**src/rtl/cp0_irq_ctrl.sv**
```systemverilog
// Coprocessor 0 for the multicycle MIPS core: Status/Cause/EPC/Count/Compare,
// masked external and timer interrupts, syscall and eret sequencing.
module cp0_irq_ctrl #(
    parameter int               WIDTH      = 32,
    parameter int               NUM_IRQ    = 4,
    parameter logic [WIDTH-1:0] EXC_VECTOR = 32'h0000_0004
) (
    input  logic               clk,
    input  logic               reset,
    input  logic [NUM_IRQ-1:0] irq_i,
    input  logic [4:0]         c0_rd_addr,
    output logic [WIDTH-1:0]   c0_r_data,
    input  logic [4:0]         c0_wr_addr,
    input  logic [WIDTH-1:0]   c0_w_data,
    input  logic               c0_reg_we,
    input  logic               inst_boundary,
    input  logic [WIDTH-1:0]   pc_i,
    input  logic               syscall_i,
    input  logic               eret_i,
    output logic               exc_take,
    output logic [WIDTH-1:0]   exc_vector,
    output logic [WIDTH-1:0]   epc_o
);

    localparam logic [4:0] A_COUNT   = 5'd9;
    localparam logic [4:0] A_COMPARE = 5'd11;
    localparam logic [4:0] A_STATUS  = 5'd12;
    localparam logic [4:0] A_CAUSE   = 5'd13;
    localparam logic [4:0] A_EPC     = 5'd14;
    localparam logic [4:0] EXC_INT   = 5'd0;
    localparam logic [4:0] EXC_SYS   = 5'd8;

    logic               ie, exl, im_t, ti;
    logic [NUM_IRQ-1:0] im, ip, irq_q;
    logic [4:0]         exc_code;
    logic [WIDTH-1:0]   epc, count, compare;

    logic               we_count, we_compare, we_status, we_cause, we_epc;
    logic               int_pend, int_take, epc_capture;
    logic [WIDTH-1:0]   count_inc;
    logic [NUM_IRQ-1:0] ip_set, ip_clr;
    logic               ti_set, ti_clr;
    logic               unused_wdata;

    assign we_count   = c0_reg_we && (c0_wr_addr == A_COUNT);
    assign we_compare = c0_reg_we && (c0_wr_addr == A_COMPARE);
    assign we_status  = c0_reg_we && (c0_wr_addr == A_STATUS);
    assign we_cause   = c0_reg_we && (c0_wr_addr == A_CAUSE);
    assign we_epc     = c0_reg_we && (c0_wr_addr == A_EPC);

    // eret and syscall both pre-empt an interrupt in the same cycle
    assign int_pend    = (|(ip & im)) | (ti & im_t);
    assign int_take    = inst_boundary & ie & ~exl & int_pend & ~eret_i & ~syscall_i;
    assign epc_capture = int_take | (syscall_i & ~exl);
    assign exc_take    = ~reset & (syscall_i | int_take);

    assign count_inc = count + WIDTH'(1);
    assign ip_set    = irq_i & ~irq_q;
    assign ip_clr    = we_cause ? c0_w_data[8 +: NUM_IRQ] : '0;
    assign ti_set    = ~we_count & (count_inc == compare);
    assign ti_clr    = we_compare | (we_cause & c0_w_data[15]);

    assign exc_vector   = EXC_VECTOR;
    assign epc_o        = epc;
    assign unused_wdata = ^c0_w_data;

    always_ff @(posedge clk) begin
        if (reset) begin
            ie       <= 1'b0;
            exl      <= 1'b0;
            im_t     <= 1'b0;
            ti       <= 1'b0;
            im       <= '0;
            ip       <= '0;
            irq_q    <= '0;
            exc_code <= '0;
            epc      <= '0;
            count    <= '0;
            compare  <= '1;
        end else begin
            irq_q <= irq_i;
            count <= we_count ? c0_w_data : count_inc;
            if (we_compare) compare <= c0_w_data;
            if (we_status) begin
                ie   <= c0_w_data[0];
                im   <= c0_w_data[8 +: NUM_IRQ];
                im_t <= c0_w_data[15];
            end
            // hardware exception entry/exit owns EXL, EPC and ExcCode over mtc0
            if (epc_capture)    exl <= 1'b1;
            else if (eret_i)    exl <= 1'b0;
            else if (we_status) exl <= c0_w_data[1];
            if (epc_capture)    epc <= pc_i;
            else if (we_epc)    epc <= c0_w_data;
            if (syscall_i)      exc_code <= EXC_SYS;
            else if (int_take)  exc_code <= EXC_INT;
            // set events win over a same-cycle write-1-to-clear
            ip <= (ip & ~ip_clr) | ip_set;
            ti <= (ti & ~ti_clr) | ti_set;
        end
    end

    always_comb begin
        c0_r_data = '0;
        case (c0_rd_addr)
            A_COUNT:   c0_r_data = count;
            A_COMPARE: c0_r_data = compare;
            A_STATUS: begin
                c0_r_data[0]            = ie;
                c0_r_data[1]            = exl;
                c0_r_data[8 +: NUM_IRQ] = im;
                c0_r_data[15]           = im_t;
            end
            A_CAUSE: begin
                c0_r_data[6:2]          = exc_code;
                c0_r_data[8 +: NUM_IRQ] = ip;
                c0_r_data[15]           = ti;
            end
            A_EPC:     c0_r_data = epc;
            default:   c0_r_data = '0;
        endcase
    end

endmodule
```
**config.mk**
```make
export PLATFORM = sky130hd
export DESIGN_NAME = cp0_irq_ctrl
export DESIGN_NICKNAME = d
export VERILOG_FILES = /design/src/rtl/cp0_irq_ctrl.sv
export SDC_FILE = /design/constraint.sdc
export NUM_CORES = 1
export LEC_CHECK = 0
export ABC_AREA = 0
export CAP_MARGIN = 20
export CORE_ASPECT_RATIO = 1.5
export CORE_MARGIN = 1.5
export CORE_UTILIZATION = 50
export CTS_BUF_LIST = sky130_fd_sc_hd__clkbuf_8 sky130_fd_sc_hd__clkbuf_16
export CTS_CLUSTER_SIZE = 16
export DETAILED_ROUTE_END_ITERATION = 8
export PLACE_DENSITY = 0.81
export SYNTH_ARGS = -nofsm -noshare
export SYNTH_HDL_FRONTEND = slang
export SYNTH_SLANG_ARGS = --single-unit
export TNS_END_PERCENT = 50
```
**constraint.sdc**
```tcl
create_clock -name clk -period 3.27 [get_ports clk]
set_input_delay 0.8175 -clock clk [delete_from_list [all_inputs] [get_ports clk]]
set_output_delay 0.8175 -clock clk [all_outputs]
set_load 0.01 [all_outputs]
```
Yosys cells after proc, flatten, opt, wreduce, memory -nomap -nowiden
Index checks and enable logic that the tools add are counted.
Storage, ports and cells
  flip-flop bits (word level): 113
  output and inout port bits: 97
  word-level logic and storage cells: 76
Cells by class
  add/subtract/negate cells: 1
  equal/unequal tests: 11
  muxes and demuxes: 16
  bitwise gates (word level): 28
  reductions and logical operators: 9
Operator list (count)
  32-bit two-way mux: 3
  5-bit by 4-bit == test with 1-bit output, second input constant: 10
  16-bit one-hot mux with 3 select lines: 1
  32-bit by 1-bit adder with 32-bit output, second input constant: 1
  32-bit == test: 1
  4-bit one-hot mux with 5 select lines: 1
  5-bit one-hot mux with 4 select lines: 1
  4-bit AND: 3
  4-bit two-way mux: 3
  1-bit AND: 11
  3-bit one-hot mux with 3 select lines: 1
  4-bit inverter: 2
  2-bit one-hot mux with 4 select lines: 1
  1-bit inverter: 6
  1-bit logical AND: 5
  1-bit OR: 5
  1-bit one-hot mux with 5 select lines: 1
  4-bit OR: 1
  2-bit nonzero test: 2
  4-bit OR reduction: 1
  1-bit two-way mux: 3
  1-bit one-hot mux with 3 select lines: 1
  3-bit nonzero test: 1

Logic depth before layout (Yosys ltp)
  word-level depth: 8
  depth in mapped cells: 9
  mapped depth without buffers: 8

Worst setup path before layout
No wires, ideal clock.
  path kind: input-to-output
  from: in c0_rd_addr[4]
  to: out c0_r_data[27]
  arrival: 2.127 ns
  data required time: 2.453 ns
  slack: 0.326 ns
  stages on the path: 6
  path through: nand3b_1 -> nor2_1 -> clkbuf_1 -> clkbuf_1 -> nand2_1 -> o21ai_0
Between the ends
  word-level cells in the longest chain between the ends: 2
  elaborated cells on any way between the ends: 4
  those cells by class: eq/ne: 3; mux: 1
RTL lines
  from (decl): RTL line 11  | input logic [4:0] c0_rd_addr,
  5-bit by 4-bit == test with 1-bit output: RTL line 105  | case (c0_rd_addr)
  16-bit one-hot mux with 3 select lines (*): RTL line 105
  to (decl): RTL line 12  | output logic [WIDTH-1:0] c0_r_data,
Mark *: on every way between the ends. The rest lies on a longest branch, timed or not.

Worst setup path in the final report
  from: in c0_rd_addr[4]
  to: out c0_r_data[7]
Between the ends
  word-level cells in the longest chain between the ends: 2
  elaborated cells on any way between the ends: 4
  those cells by class: eq/ne: 3; mux: 1
RTL lines (RTL line)
  5-bit by 4-bit == test with 1-bit output: 105
  1-bit one-hot mux with 3 select lines (*): 105
Marks and branches as above.

==> impl_metrics.yaml <==
synthesis:
  synth_edf_count: 0
  synth.avg_cell_area_um2: 8.09
  synth_seq_cells: 113
  async_flop_share_pct: 0
  yosysUniqueCellTypes: 70
  yosys.area.top_type_share_pct: 32.0
  syn_inst: 875
  synth_area_um2: 7080
  yosysSeqAreaShare_pct: 32.0
  synth_area_leaders: "dfxtp_1, nand2_1, mux2i_1"
  ys_warn_count: 0
  yosysTopAreaCell: "dfxtp_1"
  ys.flop_type: "dfxtp_1"
cts:
  numCtsBuffers: 17
  htree_levels: 4
  cts.sinks: 113
  cts_hold_buf: 0
  clk_pin_slew_worst_paths_ps: 50
  cts_root_buf: "clkbuf_16"
  cts.path.max_buffers: 2
  clock_latency_ps: 420
  tritoncts: "done"
die:
  dieArea_um2: 14900
  start_util_pct: 50.8
  die_h_um: 149
  fp.coreArea_um2: 13900
  rows: 53
  num_io_pins: 181
  die_w_um: 100
sta:
  fin_skew_ps: 9.80
  max-slew-margin-rel_pct: 57.3
  fin_ws_ps: 96.9
  rsz0062_at_grt: "false"
  setup_tns_ps: 0
  setup_violations: 0
  min_period_ps: 3170
  fmax_mhz: 315
  timing.hold.ws_ps: 497
  drv_slew: 0
  hold_viol_final: 0
  worstMarginPinSlew_ps: 640
  fin_crit_sh_pct: 97.0
route:
  num_vias: 6925
  first_pass_iters: 5
  drtIter0Drc: 383
  ant_nets: 0
  avgViaCountPerCell: 5.90
  wl_per_cell_um: 18.3
  drt_wl_total_um: 21500
  drc: 0
grt:
  grt_max_degree: 64
  grt_pass1_wl_um: 34100
  grt_antenna_before_repair: 0
  grt_use_total_pct: 29.2
  grt_pass1_vias: 6619
  grt_overflow: 0
cells_and_area:
  syn2layout_area_growth_pct: 30.4
  seq_area_um2: 2260
  fillers: 1180
  mostFrequentLayoutCells: "nand2_1, dfxtp_1, clkdlybuf4s50_1, nor2_1, a211oi_1"
  nets: 1080
  drive_gt1_share_pct: 11.0
  stdcell_area_um2: 9230
  final_common_cell: "nand2_1"
  multi_input_area_um2: 4380
  antennaDiodeCount: 0
critical_path:
  cp-start-kind: "input port"
  crit_required_ps: 2450
  critical_path_class: "input port to output port"
  cp_max_fo: 8
  critical_path.endpoint_type: "output port"
  cp.arrival_ps: 2360
placed_design:
  placed_area_um2: 8570
  place.gp.congestion: 0.977
  dp.final_hpwl_um: 14800
  pre_cts_ws_ps: -562
  port_buffers: 148
status:
  outcome: "finished, final reports clean"
flow_run:
  drv_cap: 0
pwr:
  leakage_uw: 0.00352
  ir_worst_vdd_v: 0.000267
  powerDensity_nw_per_um2: 423
min_path:
  hold_class: "register to register"
-- worst paths after layout --
| path | from | endpoint | slack (ps) | cells after the start |
|---|---|---|---|---|
| min | compare[28] | compare[28] | 500 | 2 |
| max | c0_rd_addr[4] | c0_r_data[7] | 100 | 7 |
| max reg2reg | count[1] | ti | 330 | 8 |
| min reg2reg | compare[28] | compare[28] | 500 | 2 |
-- power breakdown --
part | switching [uW] | internal (uW) | leakage (uW)
clock | 663 | 1250 | 0.000310
sequential | 54.7 | 1430 | 0.000924
combinational | 234 | 269 | 0.00229
total | 952 | 2950 | 0.00352
-- sequential cells by signal, indices dropped and copies added, names as in the netlist --
register and count:
compare 32, im_t 1, ti 1, ie 1
ip 4, epc_o 32, im 4, irq_q 4
exc_code 1, exl 1, count 32
-- stage by stage --
stage               std cells  total power, uW  utilization, %
floorplan                 905             1770               -
global placement         1134             2010            61.6
detailed placement       1134             2010            61.6
CTS                      1172             3910            66.5
global route             1173             4020            66.3
finish                   1173             3900            66.3
-- metal layers --
metal	vias up	part of all wire, %	GRT usage, %
met1	3248	40	34.6
li1	3310	-	-
met2	305	51	51.3
met3	62	5.5	4.89
met4	0	3.5	13.1
met5	-	0	0
-- what timing repair did --
item	CTS	global route
gates resized for setup	82	25
endpoints found under the setup margin	32	23
cloned	2	0
endpoints found under the hold margin	0	0
buffers inserted	4	1
pin swaps	3	1
-- Yosys cell counts (11+ instances only) --
| cell | n |
|---|---|
| buf_2 | 15 |
| o21ai_0 | 34 |
| nand2_1 | 132 |
| clkbuf_1 | 49 |
| nand4_1 | 11 |
| dfxtp_1 | 113 |
| nor2_1 | 97 |
| xor2_1 | 11 |
| buf_4 | 39 |
| nand3_1 | 17 |
| nand3b_1 | 34 |
| a211oi_1 | 56 |
| a22o_1 | 22 |
| mux2i_1 | 47 |
| xnor2_1 | 27 |
| a21oi_1 | 17 |
| nor2b_1 | 11 |
-- critical path: stages --
cell and delay [ps]:
dlygate4sd2_1 260, nand3b_1 230, buf_4 180, or2_4 300, buf_4 170, o31ai_4 220
buf_2 180
-- area by class of cell --
class,count,share of cell area (%)
clock buffer,20,5.06
clock inverter,12,1.53
inverter,6,0.244
multi-input combinational,677,47.5
sequential,113,24.5
tap,165,2.24
timing repair buffer,180,18.9
-- cells by family (layout without fill, tap and decap cells) --
logic type / after synthesis / count (layout) / synth area share [%]
simple gates: 368 / 368 / 26.1
compound gates: 176 / 176 / 18.0
buf+inv: 115 / 218 / 8.43
flops: 113 / 113 / 32.0
mux: 53 / 53 / 7.60
xor+xnor: 47 / 47 / 7.60
other cells: 2 / 32 / 0.106
fa+ha+maj: 1 / 1 / 0.177
Note: power is estimated with default switching activity, not from simulation.
==> patch 1: new RTL, same flow settings <==
The parameter `WIDTH` goes from 32 to 48.
--- a/src/rtl/cp0_irq_ctrl.sv
+++ b/src/rtl/cp0_irq_ctrl.sv
@@ -1,7 +1,7 @@
 // Coprocessor 0 for the multicycle MIPS core: Status/Cause/EPC/Count/Compare,
 // masked external and timer interrupts, syscall and eret sequencing.
 module cp0_irq_ctrl #(
-    parameter int               WIDTH      = 32,
+    parameter int               WIDTH      = 48,
     parameter int               NUM_IRQ    = 4,
     parameter logic [WIDTH-1:0] EXC_VECTOR = 32'h0000_0004
 ) (
Ports: changed (5 resized); port bits go from 181 to 261. The function was not compared with the original's and may differ.
==> patch 1 against the original RTL <==
- sequential cell count up 48
- first-iteration DRC count up 97%
- worst setup slack worse by 0.039 ns
- design area up 46%
- sequential power up 42%
- synthesized area up 38%
- routed wire length up 61%
- power up 25%
- critical endpoint is now ti
==> patch 1: results (changes against the original RTL) <==
Outcome
• complete, no violations — status, unchanged

Clock tree
• 0.07 ns — clock-pin transition on the worst setup and hold timing paths, was 0.05 ns
• 228 — number of gates given a new drive strength after cts, was 82

Yosys
• 8.16 um^2 — post-synthesis average cell area, was 8.09 um^2
• sky130_fd_sc_hd__dfxtp_1 (33%), sky130_fd_sc_hd__a211oi_1 (7.2%), sky130_fd_sc_hd__mux2i_1 (6.5%) — leading post-synthesis cells by cell area, was sky130_fd_sc_hd__dfxtp_1 (32%), sky130_fd_sc_hd__nand2_1 (7.0%), sky130_fd_sc_hd__mux2i_1 (6.6%)
• sky130_fd_sc_hd__dfxtp_1 (161), sky130_fd_sc_hd__nor2_1 (134), sky130_fd_sc_hd__nand2_1 (104) — most numerous cell types in the synthesized netlist, was sky130_fd_sc_hd__nand2_1 (132), sky130_fd_sc_hd__dfxtp_1 (113), sky130_fd_sc_hd__nor2_1 (97)
• 0.0690 — post-synthesis share of cell area spent on xor and xnor gates, was 0.0760
• 0.0716 — multiplexer area fraction after synthesis, was 0.0760
• 0.00257 — Synth Area in Adders, was 0.00177
• 0.227 — area fraction in compound gates after synthesis, was 0.180

Placement
• 25.3 mm — half-perimeter wire length of the detailed placement result, was 14.8 mm
• 1,713 — number of cells after detailed placement, was 1,134
• -0.626 ns — pre-CTS WS, was -0.562 ns
• 0.985 — final RePlAce weighted congestion, was 0.977
• 0.0129 mm^2 — area of placed instances, was 0.00857 mm^2
• 212 — Buffers on Ports, was 148

Pwr
• 0.318 mV — maximum vdd drop, was 0.267 mV
• 359 mW/mm^2 — total power divided by cell area, was 423 mW/mm^2
• 0.411 — part of the total power dissipated in the clock network, was 0.489
• 4.99 nW — Leakage, was 3.52 nW
• 0.754 mW — power consumed by combinational cells, was 0.503 mW

Cells and area
• 0.192 — share of final-layout standard cells stronger than drive strength 1, was 0.110
• 1,604 — Final Net Count, was 1,080

Drt
• 34.6 mm — routed wire length, was 21.5 mm
• 756 — 1st-iter DRT viols, was 383
• 5.76 — vias per cell, was 5.90

Critical path
• 6 — maximum fanout along the worst path, was 8
• 0.56 ns — critical path's largest stage delay, was 0.30 ns
• simple AND/OR/NAND/NOR gates — largest delay contributor family on the critical path, was buffers and inverters
• sky130_fd_sc_hd__or4_4 — slowest cell on the critical path, was sky130_fd_sc_hd__or2_4

Global route
• 2 — antenna violations before repair, was 0
• 53.8 mm — wire length of the first global-routing pass, was 34.1 mm
• 0.343 — GRT Overall Usage, was 0.292
• 10,000 — number of global-route vias before repair, was 6,619

Timing
• 0.0140 ns — largest clock skew in the final design, was 0.00980 ns
• 0.341 — Slew Limit Headroom, was 0.573

## patch 1: layout make-up
class	count	area, um^2
Timing Repair Buffer	372	3300
Clock inverter	14	140
Fill cell	1568	5640
Inverter	17	63.8
Multi-Input combinational cell	917	6020
Sequential cell	161	3230
Clock buffer	18	439
Tap cell	256	320
## patch 1: worst paths after layout
| kind | cells after the start | endpoint | slack (ns) | startpoint |
|---|---|---|---|---|
| hold reg to reg | 2 | ip[1] | 0.49 | irq_q[1] |
| setup / recovery | 10 | ti | 0.06 | count[18] |
| setup reg to reg | 10 | ti | 0.06 | count[18] |
| hold / removal | 2 | ip[1] | 0.49 | irq_q[1] |
## patch 1: metal layers
metal | up-vias | part of all wire | track usage
li1 | 4803 | - | -
met1 | 4840 | 0.37 | 0.369
met2 | 376 | 0.54 | 0.640
met3 | 93 | 0.050 | 0.0565
met4 | 2 | 0.039 | 0.150
met5 | - | 0.00043 | 0
==> patch 2: new RTL, same settings <==
Without the edit above. Reset style: asynchronous (`reset`), changed in one clocked block.
--- a/src/rtl/cp0_irq_ctrl.sv
+++ b/src/rtl/cp0_irq_ctrl.sv
@@ -64,7 +64,7 @@
     assign epc_o        = epc;
     assign unused_wdata = ^c0_w_data;
 
-    always_ff @(posedge clk) begin
+    always_ff @(posedge clk or posedge reset) begin
         if (reset) begin
             ie       <= 1'b0;
             exl      <= 1'b0;
Function: differs if reset is asserted again (counterexample within 4 cycles, from zero or initial values and one cycle with reset high); with reset held inactive, the same outputs for 4 cycles.
==> patch 2 against the original RTL <==
- largest cell class unchanged
- die area decreased by 2.1%
- routed wire length shrank 4.6%
- sequential share of layout area grew 6.3 points
- hold slack worse by 0.069 ns
- non-clock buffer count up 22
- fmax down 2.8%
- design area rose by 0.77%
- synthesized area is 2.1% lower
- sequential cell count unchanged
- critical path depth grew 2
- first-iteration DRC count increased by 19%
- worst setup slack worse by 0.092 ns
Power is not compared: it rests on default switching activity, and its combinational part moved more than twofold at a synthesized area within 25%.
==> patch 2: results (changes against the original RTL) <==
Outcome
• complete, no violations — status, unchanged

Drt
• 7 — count of TritonRoute iterations in the first routing pass, was 5
• 18.7 um — WL per Instance, was 18.3 um
• 456 — 1st-iter DRT viols, was 383
• 7.49 mm — wl on met1, was 8.54 mm
• 20.5 mm — routed wire length, was 21.5 mm
• 11.4 mm — total met2 wirelength after detailed routing, was 11.0 mm
• 976 um — routed wl met3, was 1.18 mm

Cells and area
• 202 — non-clock buffer total of the final layout, was 180
• 0.00375 mm^2 — area of the multi-input gates, was 0.00438 mm^2
• 13 — number of logic inverters in the finished layout, was 6
• 0.195 — share of final layout cell area taken by non-clock buffers, was 0.189
• 578 — multi-input gates, was 677
• 0.226 — share of final-layout standard cells stronger than drive strength 1, was 0.110
• 18 — clock buffers, was 20
• 0.00287 mm^2 — area used by sequential logic in the layout, was 0.00226 mm^2

Timing
• 0.00932 ns — largest clock skew in the final design, was 0.00980 ns

Yosys
• 1.00 — share of synthesized registers carrying an async set or reset, was 0
• 0.131 — multiplexer area fraction after synthesis, was 0.0760
• sky130_fd_sc_hd__dfrtp_1 (29%), sky130_fd_sc_hd__dfstp_2 (12%), sky130_fd_sc_hd__mux2_2 (7.0%) — leading post-synthesis cells by cell area, was sky130_fd_sc_hd__dfxtp_1 (32%), sky130_fd_sc_hd__nand2_1 (7.0%), sky130_fd_sc_hd__mux2i_1 (6.6%)
• 0.141 — area fraction in compound gates after synthesis, was 0.180
• sky130_fd_sc_hd__nand2_1 (110), sky130_fd_sc_hd__dfrtp_1 (81), sky130_fd_sc_hd__o21ai_0 (72) — most numerous cell types in the synthesized netlist, was sky130_fd_sc_hd__nand2_1 (132), sky130_fd_sc_hd__dfxtp_1 (113), sky130_fd_sc_hd__nor2_1 (97)
• 61 — number of distinct standard cells referenced by the synthesized netlist, was 70
• 0.293 — share of Yosys cell area claimed by the top area cell type, was 0.320
• 0.00181 — Synth Area in Adders, was 0.00177
• 752 — Gate Count Post-Synth, was 875

Hold path
• ip[3] — capture endpoint of the worst hold path, was compare[28]
• 1 — Worst Hold Depth, was 2

Critical path
• count[8] — critical register-to-register path startpoint, was count[1]
• 0.46 ns — critical path's largest stage delay, was 0.30 ns
• ti — end of the worst register-to-register path, unchanged
• 2.45 ns — data arrival time of the critical path, was 2.36 ns
• 12 — maximum fanout along the worst path, was 8

Global route
• 33.1 mm — wire length of the first global-routing pass, was 34.1 mm
• 6,692 — number of global-route vias before repair, was 6,619
• 0.0571 — routing usage on met3, was 0.0489
• 0.540 — global routing met2 resource utilization, was 0.513
• 0.290 — GRT Overall Usage, was 0.292

Placement
• 0.981 — final RePlAce weighted congestion, was 0.977

patch 2: changes by cell type after synthesis, moves of 22 or more:
cell / before / now
sky130_fd_sc_hd__a211oi_1: 56 / 1
sky130_fd_sc_hd__dfstp_2: 0 / 32
sky130_fd_sc_hd__o21ai_0: 34 / 72
sky130_fd_sc_hd__dfxtp_1: 113 / 0
sky130_fd_sc_hd__nor2_1: 97 / 52
sky130_fd_sc_hd__dfrtp_1: 0 / 81
sky130_fd_sc_hd__nand3b_1: 34 / 5
sky130_fd_sc_hd__mux2_2: 6 / 43
sky130_fd_sc_hd__nand2_1: 132 / 110
patch 2: metrics by stage:
step / area [um^2] / setup WS [ns] / total power [mW]
floorplan: 7040 / 0.364 / 3.24
global placement: 8720 / -0.412 / 3.97
detailed placement: 8720 / -0.434 / 4.02
CTS: 9380 / -0.0141 / 5.98
global route: 9300 / -0.0592 / 6.27
finish: 9300 / 0.00524 / 5.99
patch 2: cell families after synthesis:
group | count (synthesis)
fa+ha+maj | 1
mux | 85
other cells | 2
flops | 113
compound gates | 159
simple gates | 249
buf+inv | 91
xor+xnor | 52
patch 2: repair_timing:
item                                    4_1_cts  5_1_grt
endpoints found under the setup margin       32       26
cloned                                        2        0
setup buffers                                 3        1
pin swaps                                     2        2
resized for setup                           110       34
patch 2: worst max path at each step:
stage                   from             to  slack [ns]  cells past startpoint
6_report       c0_rd_addr[3]  c0_r_data[13]       0.005                      9
5_1_grt             count[8]             ti       -0.06                      8
3_5_place_dp   c0_rd_addr[3]  c0_r_data[21]       -0.43                      8
4_1_cts        c0_rd_addr[3]  c0_r_data[27]       -0.01                      9
3_3_place_gp   c0_rd_addr[3]  c0_r_data[21]       -0.41                      8
2_1_floorplan  c0_rd_addr[1]  c0_r_data[11]        0.36                      5
